### config.mk
export PLATFORM = sky130hd
export DESIGN_NAME = ssd_scan_driver
export DESIGN_NICKNAME = d
export VERILOG_FILES = /design/src/rtl/ssd_scan_driver.sv
export SDC_FILE = /design/constraint.sdc
export NUM_CORES = 1
export LEC_CHECK = 0
export ABC_AREA = 1
export CAP_MARGIN = 5
export CORE_MARGIN = 2
export CORE_UTILIZATION = 40
export CTS_BUF_LIST = sky130_fd_sc_hd__clkbuf_8 sky130_fd_sc_hd__clkbuf_16
export CTS_CLUSTER_DIAMETER = 60
export CTS_CLUSTER_SIZE = 30
export DETAILED_ROUTE_END_ITERATION = 8
export PLACE_DENSITY_LB_ADDON = 0.3
export SLEW_MARGIN = 30
export SYNTH_ARGS = -nofsm -noshare
export SYNTH_HDL_FRONTEND = slang
export SYNTH_SLANG_ARGS = --single-unit
### constraint.sdc
create_clock -name Clk -period 5.71 [get_ports Clk]
set_clock_uncertainty 0.1 [all_clocks]
set_input_delay 1.142 -clock Clk [delete_from_list [all_inputs] [get_ports Clk]]
set_output_delay 1.142 -clock Clk [all_outputs]
set_load 0.03 [all_outputs]
### src/rtl/ssd_scan_driver.sv
// Multiplexed 8-digit seven-segment scanner with double-buffered digit data.
// Outputs are registered one clock behind the scan counters; new data is swapped in only at frame wrap.
module ssd_scan_driver #(
  parameter int TICK_BITS = 18,
  parameter int BLANK     = 16
) (
  input  logic        Clk,
  input  logic        Reset_n,
  input  logic [31:0] Data,
  input  logic [7:0]  Dp_in,
  input  logic [7:0]  Digit_en,
  input  logic        Load,
  output logic        Load_ack,
  output logic [7:0]  An,
  output logic [7:0]  Cath,
  output logic        Frame_done
);

  localparam logic [TICK_BITS-1:0] BLANK_W = TICK_BITS'(BLANK);

  logic [TICK_BITS-1:0] cnt_q, cnt_d;
  logic [2:0]           idx_q, idx_d;
  logic [31:0]          stg_data_q, stg_data_d, sh_data_q, sh_data_d;
  logic [7:0]           stg_dp_q, stg_dp_d, sh_dp_q, sh_dp_d;
  logic [7:0]           stg_en_q, stg_en_d, sh_en_q, sh_en_d;
  logic                 pend_q, pend_d;
  logic [7:0]           an_q, an_d, cath_q, cath_d;
  logic                 ack_q, ack_d, fdone_q, fdone_d;
  logic                 tick, bnd, lit;
  logic [3:0]           nib;

  // Active-low abcdefg glyphs for hex digits.
  function automatic logic [6:0] seg7(input logic [3:0] v);
    logic [6:0] s;
    case (v)
      4'h0: s = 7'b0000001;
      4'h1: s = 7'b1001111;
      4'h2: s = 7'b0010010;
      4'h3: s = 7'b0000110;
      4'h4: s = 7'b1001100;
      4'h5: s = 7'b0100100;
      4'h6: s = 7'b0100000;
      4'h7: s = 7'b0001111;
      4'h8: s = 7'b0000000;
      4'h9: s = 7'b0000100;
      4'hA: s = 7'b0001000;
      4'hB: s = 7'b1100000;
      4'hC: s = 7'b0110001;
      4'hD: s = 7'b1000010;
      4'hE: s = 7'b0110000;
      default: s = 7'b0111000;
    endcase
    return s;
  endfunction

  always_comb begin
    tick  = &cnt_q;
    bnd   = tick && (idx_q == 3'd7);
    cnt_d = cnt_q + TICK_BITS'(1);
    idx_d = tick ? idx_q + 3'd1 : idx_q;

    sh_data_d  = sh_data_q;
    sh_dp_d    = sh_dp_q;
    sh_en_d    = sh_en_q;
    stg_data_d = stg_data_q;
    stg_dp_d   = stg_dp_q;
    stg_en_d   = stg_en_q;
    pend_d     = pend_q;
    ack_d      = 1'b0;
    fdone_d    = bnd;

    // Shadow takes the pre-edge staging, so a coincident Load stays pending for the next frame.
    if (bnd && pend_q) begin
      sh_data_d = stg_data_q;
      sh_dp_d   = stg_dp_q;
      sh_en_d   = stg_en_q;
      pend_d    = 1'b0;
      ack_d     = 1'b1;
    end
    if (Load) begin
      stg_data_d = Data;
      stg_dp_d   = Dp_in;
      stg_en_d   = Digit_en;
      pend_d     = 1'b1;
    end

    lit    = sh_en_q[idx_q] && (cnt_q >= BLANK_W);
    nib    = sh_data_q[{idx_q, 2'b00} +: 4];
    an_d   = 8'hFF;
    cath_d = 8'hFF;
    if (lit) begin
      an_d[idx_q] = 1'b0;
      cath_d      = {seg7(nib), ~sh_dp_q[idx_q]};
    end
  end

  always_ff @(posedge Clk or negedge Reset_n) begin
    if (!Reset_n) begin
      cnt_q      <= '0;
      idx_q      <= '0;
      stg_data_q <= '0;
      stg_dp_q   <= '0;
      stg_en_q   <= '0;
      sh_data_q  <= '0;
      sh_dp_q    <= '0;
      sh_en_q    <= '0;
      pend_q     <= 1'b0;
      an_q       <= 8'hFF;
      cath_q     <= 8'hFF;
      ack_q      <= 1'b0;
      fdone_q    <= 1'b0;
    end else begin
      cnt_q      <= cnt_d;
      idx_q      <= idx_d;
      stg_data_q <= stg_data_d;
      stg_dp_q   <= stg_dp_d;
      stg_en_q   <= stg_en_d;
      sh_data_q  <= sh_data_d;
      sh_dp_q    <= sh_dp_d;
      sh_en_q    <= sh_en_d;
      pend_q     <= pend_d;
      an_q       <= an_d;
      cath_q     <= cath_d;
      ack_q      <= ack_d;
      fdone_q    <= fdone_d;
    end
  end

  assign An         = an_q;
  assign Cath       = cath_q;
  assign Load_ack   = ack_q;
  assign Frame_done = fdone_q;

endmodule

* Word-level counts from Yosys, hierarchy flattened
Memory sizes are Yosys's and may differ from the RTL's.
Index checks and enable logic that the tools add are counted.
Widths: inputs -> output; s select.
** Cells by class
- $add $sub $neg :: 2
- Multipliers :: 0
- Divide/modulo/power cells :: 0
- Magnitude comparators :: 3
- Equal/unequal tests :: 1
- Shift-type cells :: 1
- Mux-type cells :: 11
- Bitwise operators :: 2
- Reduce and logical (&&, ||, !) cells :: 6
** Operator list (number)
- $shiftx 32x6->4 :: 1
- $add 18x1->18 const B :: 1
- $ge 18x5->1 const B :: 1
- $reduce_and 18->1 :: 1
- $mux 8 :: 2
- $not 8->8 :: 1
- $bmux 1 s3 :: 2
- $mux 1 :: 6
- $logic_and 1x1->1 :: 4
- $lt 3x4->1 const B :: 1
- $add 3x1->3 const B :: 1
- $demux 1 s3 :: 1
- $eq 3x3->1 const B :: 1
- $ge 3x1->1 const B :: 1
- $reduce_bool 2->1 :: 1
- $not 1->1 :: 1
** Word-level totals
- Flip-flop bits (word level) :: 136
- Latch bits :: 0
- Memory bits (writable) :: 0
- Bits in read-only memories :: 112
- Memories kept :: 1
** Memories
- (name not given) :: depth 16, bits a word 7, rd ports 1, clocked after Yosys merged registers in 0, write ports 0, line 35 : case (v)

* Logic depth before layout (Yosys ltp)
- Depth after elaboration :: 6
- Depth in mapped cells :: 15

* Worst setup path before layout
No wires, ideal clock.
- Path type :: input -> register
- Start :: input port Load
- End :: register pend_q
- Arrival time :: 1.872 ns
- Data required time :: 5.468 ns
- Path slack :: 3.596 ns
- Cell stages on the path :: 4
- Buffers on the path :: 2
- Cell sequence :: inv_1 > clkbuf_1 > clkbuf_1 > o21ai_0
** Between the ends
- Longest elaborated chain between the ends :: 1
** Ends and longest elaborated chain
- start: declaration :: line 12 : input logic Load,
- $mux 1 / $reduce_bool 2->1 (equally long branches)
- end signal: assignment :: line 121 : pend_q <= pend_d;
- end: declaration :: line 26 : logic pend_q, pend_d;
Parallel ways exist; a longest one is shown, timed or not.
A chain may end at the register's enable or synchronous reset.

* Worst setup path after layout
- Start :: register idx_q[0]
- End :: register cath_q[4], in the netlist Cath[4]
** Between the ends
- Longest elaborated chain between the ends :: 4
** Ends and longest elaborated chain
- start: declaration :: line 22 : logic [2:0] idx_q, idx_d;
- start signal: assignment :: line 114 : idx_q <= idx_d;
- parallel branches: the longest is 3 deep, another holds $mem_v2 16x7
- $mux 8 (*) :: line 91 : if (lit) begin
- named net cath_d[4] :: line 27 : logic [7:0] an_q, an_d, cath_q, cath_d;
- end signal: assignment :: line 123 : cath_q <= cath_d;
- end: declaration :: line 27
Mark *: on every way through the listed nets, which the timed path passes. The select of a mux whose other input is x is not followed.

==> results by group <==
Clock network
  – Clock Pin Slew Worst Setup and Hold Paths: around 50 ps
  – Post-CTS setup buffers: 0
  – Sink Count: 136
  – CTS buffer count: 17
  – Clk_lat worst skew: between 400 and 500 ps
  – CTS resizes: 0
  – CTS hold repair buffers: 0
  – Clk buf depth: 2
  – TritonCTS clock tree: built
  – Root buffer cell: clkbuf_16
  – # H-tree levels: 4

Yosys
  – Sequential cell area fraction in the yosys report: a little under three fifths
  – Library cells used by synthesis: 23
  – Mapped Cells: 740
  – FF+latch count, synth: around 140
  – Leading post-synthesis cells by cell area: dfrtp_1 (50%), nand2_1 (25%), dfstp_2 (7.0%)
  – Dominant cell type by area after synthesis: dfrtp_1
  – Syn_nets: 801
  – Synth cell count leaders: nand2_1 (408), dfrtp_1 (120), nor2_1 (47)
  – Synth Flop Type: dfrtp_1
  – Post-synth EDFFs: 0
  – Mean Syn Cell Area: roughly 8 sq um
  – Most frequent cell after synthesis: nand2_1
  – Area fraction of the dominant cell type after synthesis: approximately half
  – Mapped cell area: between 6000 and 7000 sq um
  – Yosys warnings: 0
  – Ys async rst share: between 90% and 100%

Placement
  – RePlAce Congestion: 0.792
  – Buffers on Ports: 68
  – Detailed Place HPWL: slightly above 8 mm

Power and ir drop
  – VDD IR-drop max: 0.204 mV
  – LEAKAGE: approximately 4 nW
  – Pwr dens: roughly 300 nW/um^2

Worst hold path
  – Hold Crit Start: stg_data_q[16]
  – Hold EP: stg_data_q[16]
  – Hold Path Class: register to register
  – Worst hold stages: 2

Run
  – Max-cap violations: 0

Setup path
  – Worst Reg2Reg Path Length in Cells: 14
  – Crit-path max FO: 30
  – Reg2reg end: Cath[4]
  – RR Startpoint: idx_q[0]
  – Worst EP required: between 5000 and 6000 ps
  – Crit Path Category: register to register
  – R2r setup slk: ~2800 ps
  – Endpoint type of the worst setup path: register
  – Startpoint types: register
  – Worst EP arrival: approximately 3100 ps

GRT
  – Number of global-route vias before repair: roughly 4500
  – First-pass GRT wire length: approximately 22 mm
  – Largest net degree at the start of global routing: 97
  – Antenna violations before repair: 0
  – GRT Resource Usage Total: between 10% and 20%
  – Congestion Overflow GR: 0

Die
  – Die ar.: around 16000 sq um
  – Die width: roughly 130 um
  – Io pins: 69
  – Row count: 44
  – Die height: roughly 130 um
  – Core area: about 15000 sq um
  – Initial Util: 41.2%

STA
  – Final hold vios: 0
  – Worst slew pin tran: about 830 ps
  – Max_slew headroom: between 40% and 50%
  – Final setup viols: 0
  – RSZ-0062 raised after global routing: no
  – Final Max Tran Viols: 0
  – Final worst path period need: just under 3000 ps
  – TNS Setup: 0 ps
  – Worst hold slack: ~370 ps
  – Final period util: between 50% and 60%
  – Max Freq: approximately 350 MHz

Routing
  – DR WL/cell: ~12 um
  – Starting DRT DRC Count: between 300 and 400
  – Drt total wl: around 12 mm
  – Drt first pass iters: 4
  – Drt drc: 0
  – Post-DRT Antenna Nets: 0
  – Via density: 4.61
  – Total number of vias: ~4600

Finish
  – Area growth, synth to finish: 23.8%
  – FF/Latch Area: approximately 3400 sq um
  – Diode count: 0
  – Fin nets: 866
  – Share of cells above drive strength 1: 7.21%
  – Footprint of the multi-input gates: between 2000 and 2500 sq um
  – Core Util, Final: 51.0%
  – Filler cell count: about 1400

Outcome
  – Outcome: finished clean
[critical path, stage by stage, from the launching register on]
cell	delay [ps]
dfrtp_2	620
inv_1	700
nand2_1	110
nand2_1	90
nand2_1	50
nand2_1	110
nand2_1	80
nand2_1	160
inv_1	120
ha_1	320
inv_1	50
o21ai_0	80
nand2_1	70
nand2_1	50
nand3_1	90
[per-stage QoR]
step | cell area, sq um | std cells | power, W | worst slack, ps
2_1_floorplan | 6030 | 740 | 0.00106 | 3600
4_1_cts | 7440 | 1001 | 0.00226 | 2430
6_report | 7470 | 1002 | 0.00224 | 2830
3_3_place_gp | 6820 | 969 | 0.00112 | 2490
3_5_place_dp | 6820 | 969 | 0.00112 | 2450
5_1_grt | 7470 | 1002 | 0.00232 | 2580
[flip-flops by register name (all words and copies together) (netlist names)]
name,count
Frame_done,1
Load_ack,1
sh_data_q,32
stg_data_q,32
An,8
sh_dp_q,8
cnt_q,18
idx_q,3
stg_dp_q,8
Cath,8
sh_en_q,8
stg_en_q,8
pend_q,1
[per-layer routing]
layer / track usage (%) / vias up / routed length [um]
met3: 4.47 / 13 / 550
met4: 5.95 / 0 / 157
li1: - / 2380 / -
met2: 26.4 / 93 / 5760
met5: 0 / - / 0
met1: 23.0 / 2134 / 6010
[cells in the final DEF, fill, tap and decap left out]
cell             count
o21ai_0             10
nor3_4               2
nor3_1               1
inv_2                4
clkinv_2             3
a21oi_1              4
nand4_4              1
dfstp_2             16
xnor2_1              4
bufinv_16            4
dfrtp_1            119
buf_16               1
nor2_1              47
buf_4                5
inv_1               42
buf_6                1
clkdlybuf4s50_1     67
o211ai_1             1
nand3_1             27
clkbuf_16           17
nand4_1              6
dfrtp_2              1
clkinv_4             1
nand2_2              1
nand2_1            408
xor2_1              13
ha_1                10
clkbuf_8             2
[power by group]
part / leakage (nW) / switching [W] / internal, W / total (W)
sequential: 1.74 / 0.0000170 / 0.000995 / 0.00101
clock: 0.323 / 0.000387 / 0.000742 / 0.00113
combinational: 1.88 / 0.0000495 / 0.0000464 / 0.0000959
[cells by family after synthesis]
logic type               Yosys count  synth area share [%]
AND/OR/NAND/NOR                  493                  32.3
AO/OA/AOI/OAI                     15                  1.29
buffers and inverters             69                  5.15
adder cells (fa/ha/maj)           10                  2.07
XOR/XNOR                          17                  2.47
flip-flops                       136                  56.8
[final cells by class]
type / count / share of cell area [%]
Clock inverter: 13 / 2.18
Multi-Input combinational cell: 535 / 30.8
Timing Repair Buffer: 74 / 10.0
Tap cell: 184 / 3.08
Inverter: 41 / 2.06
Clock buffer: 19 / 6.06
Sequential cell: 136 / 45.9
[how the worst max path moves through the flow]
stage | startpoint | end | slack [ps] | cells after the start
2_1_floorplan | Load | pend_q | 3600 | 4
3_3_place_gp | idx_q[0] | Cath[4] | 2490 | 14
3_5_place_dp | idx_q[0] | Cath[4] | 2450 | 14
4_1_cts | idx_q[0] | Cath[4] | 2430 | 14
5_1_grt | idx_q[0] | Cath[4] | 2580 | 14
6_report | idx_q[0] | Cath[4] | 2830 | 14
No activity file was read; power rests on OpenSTA's default activity.
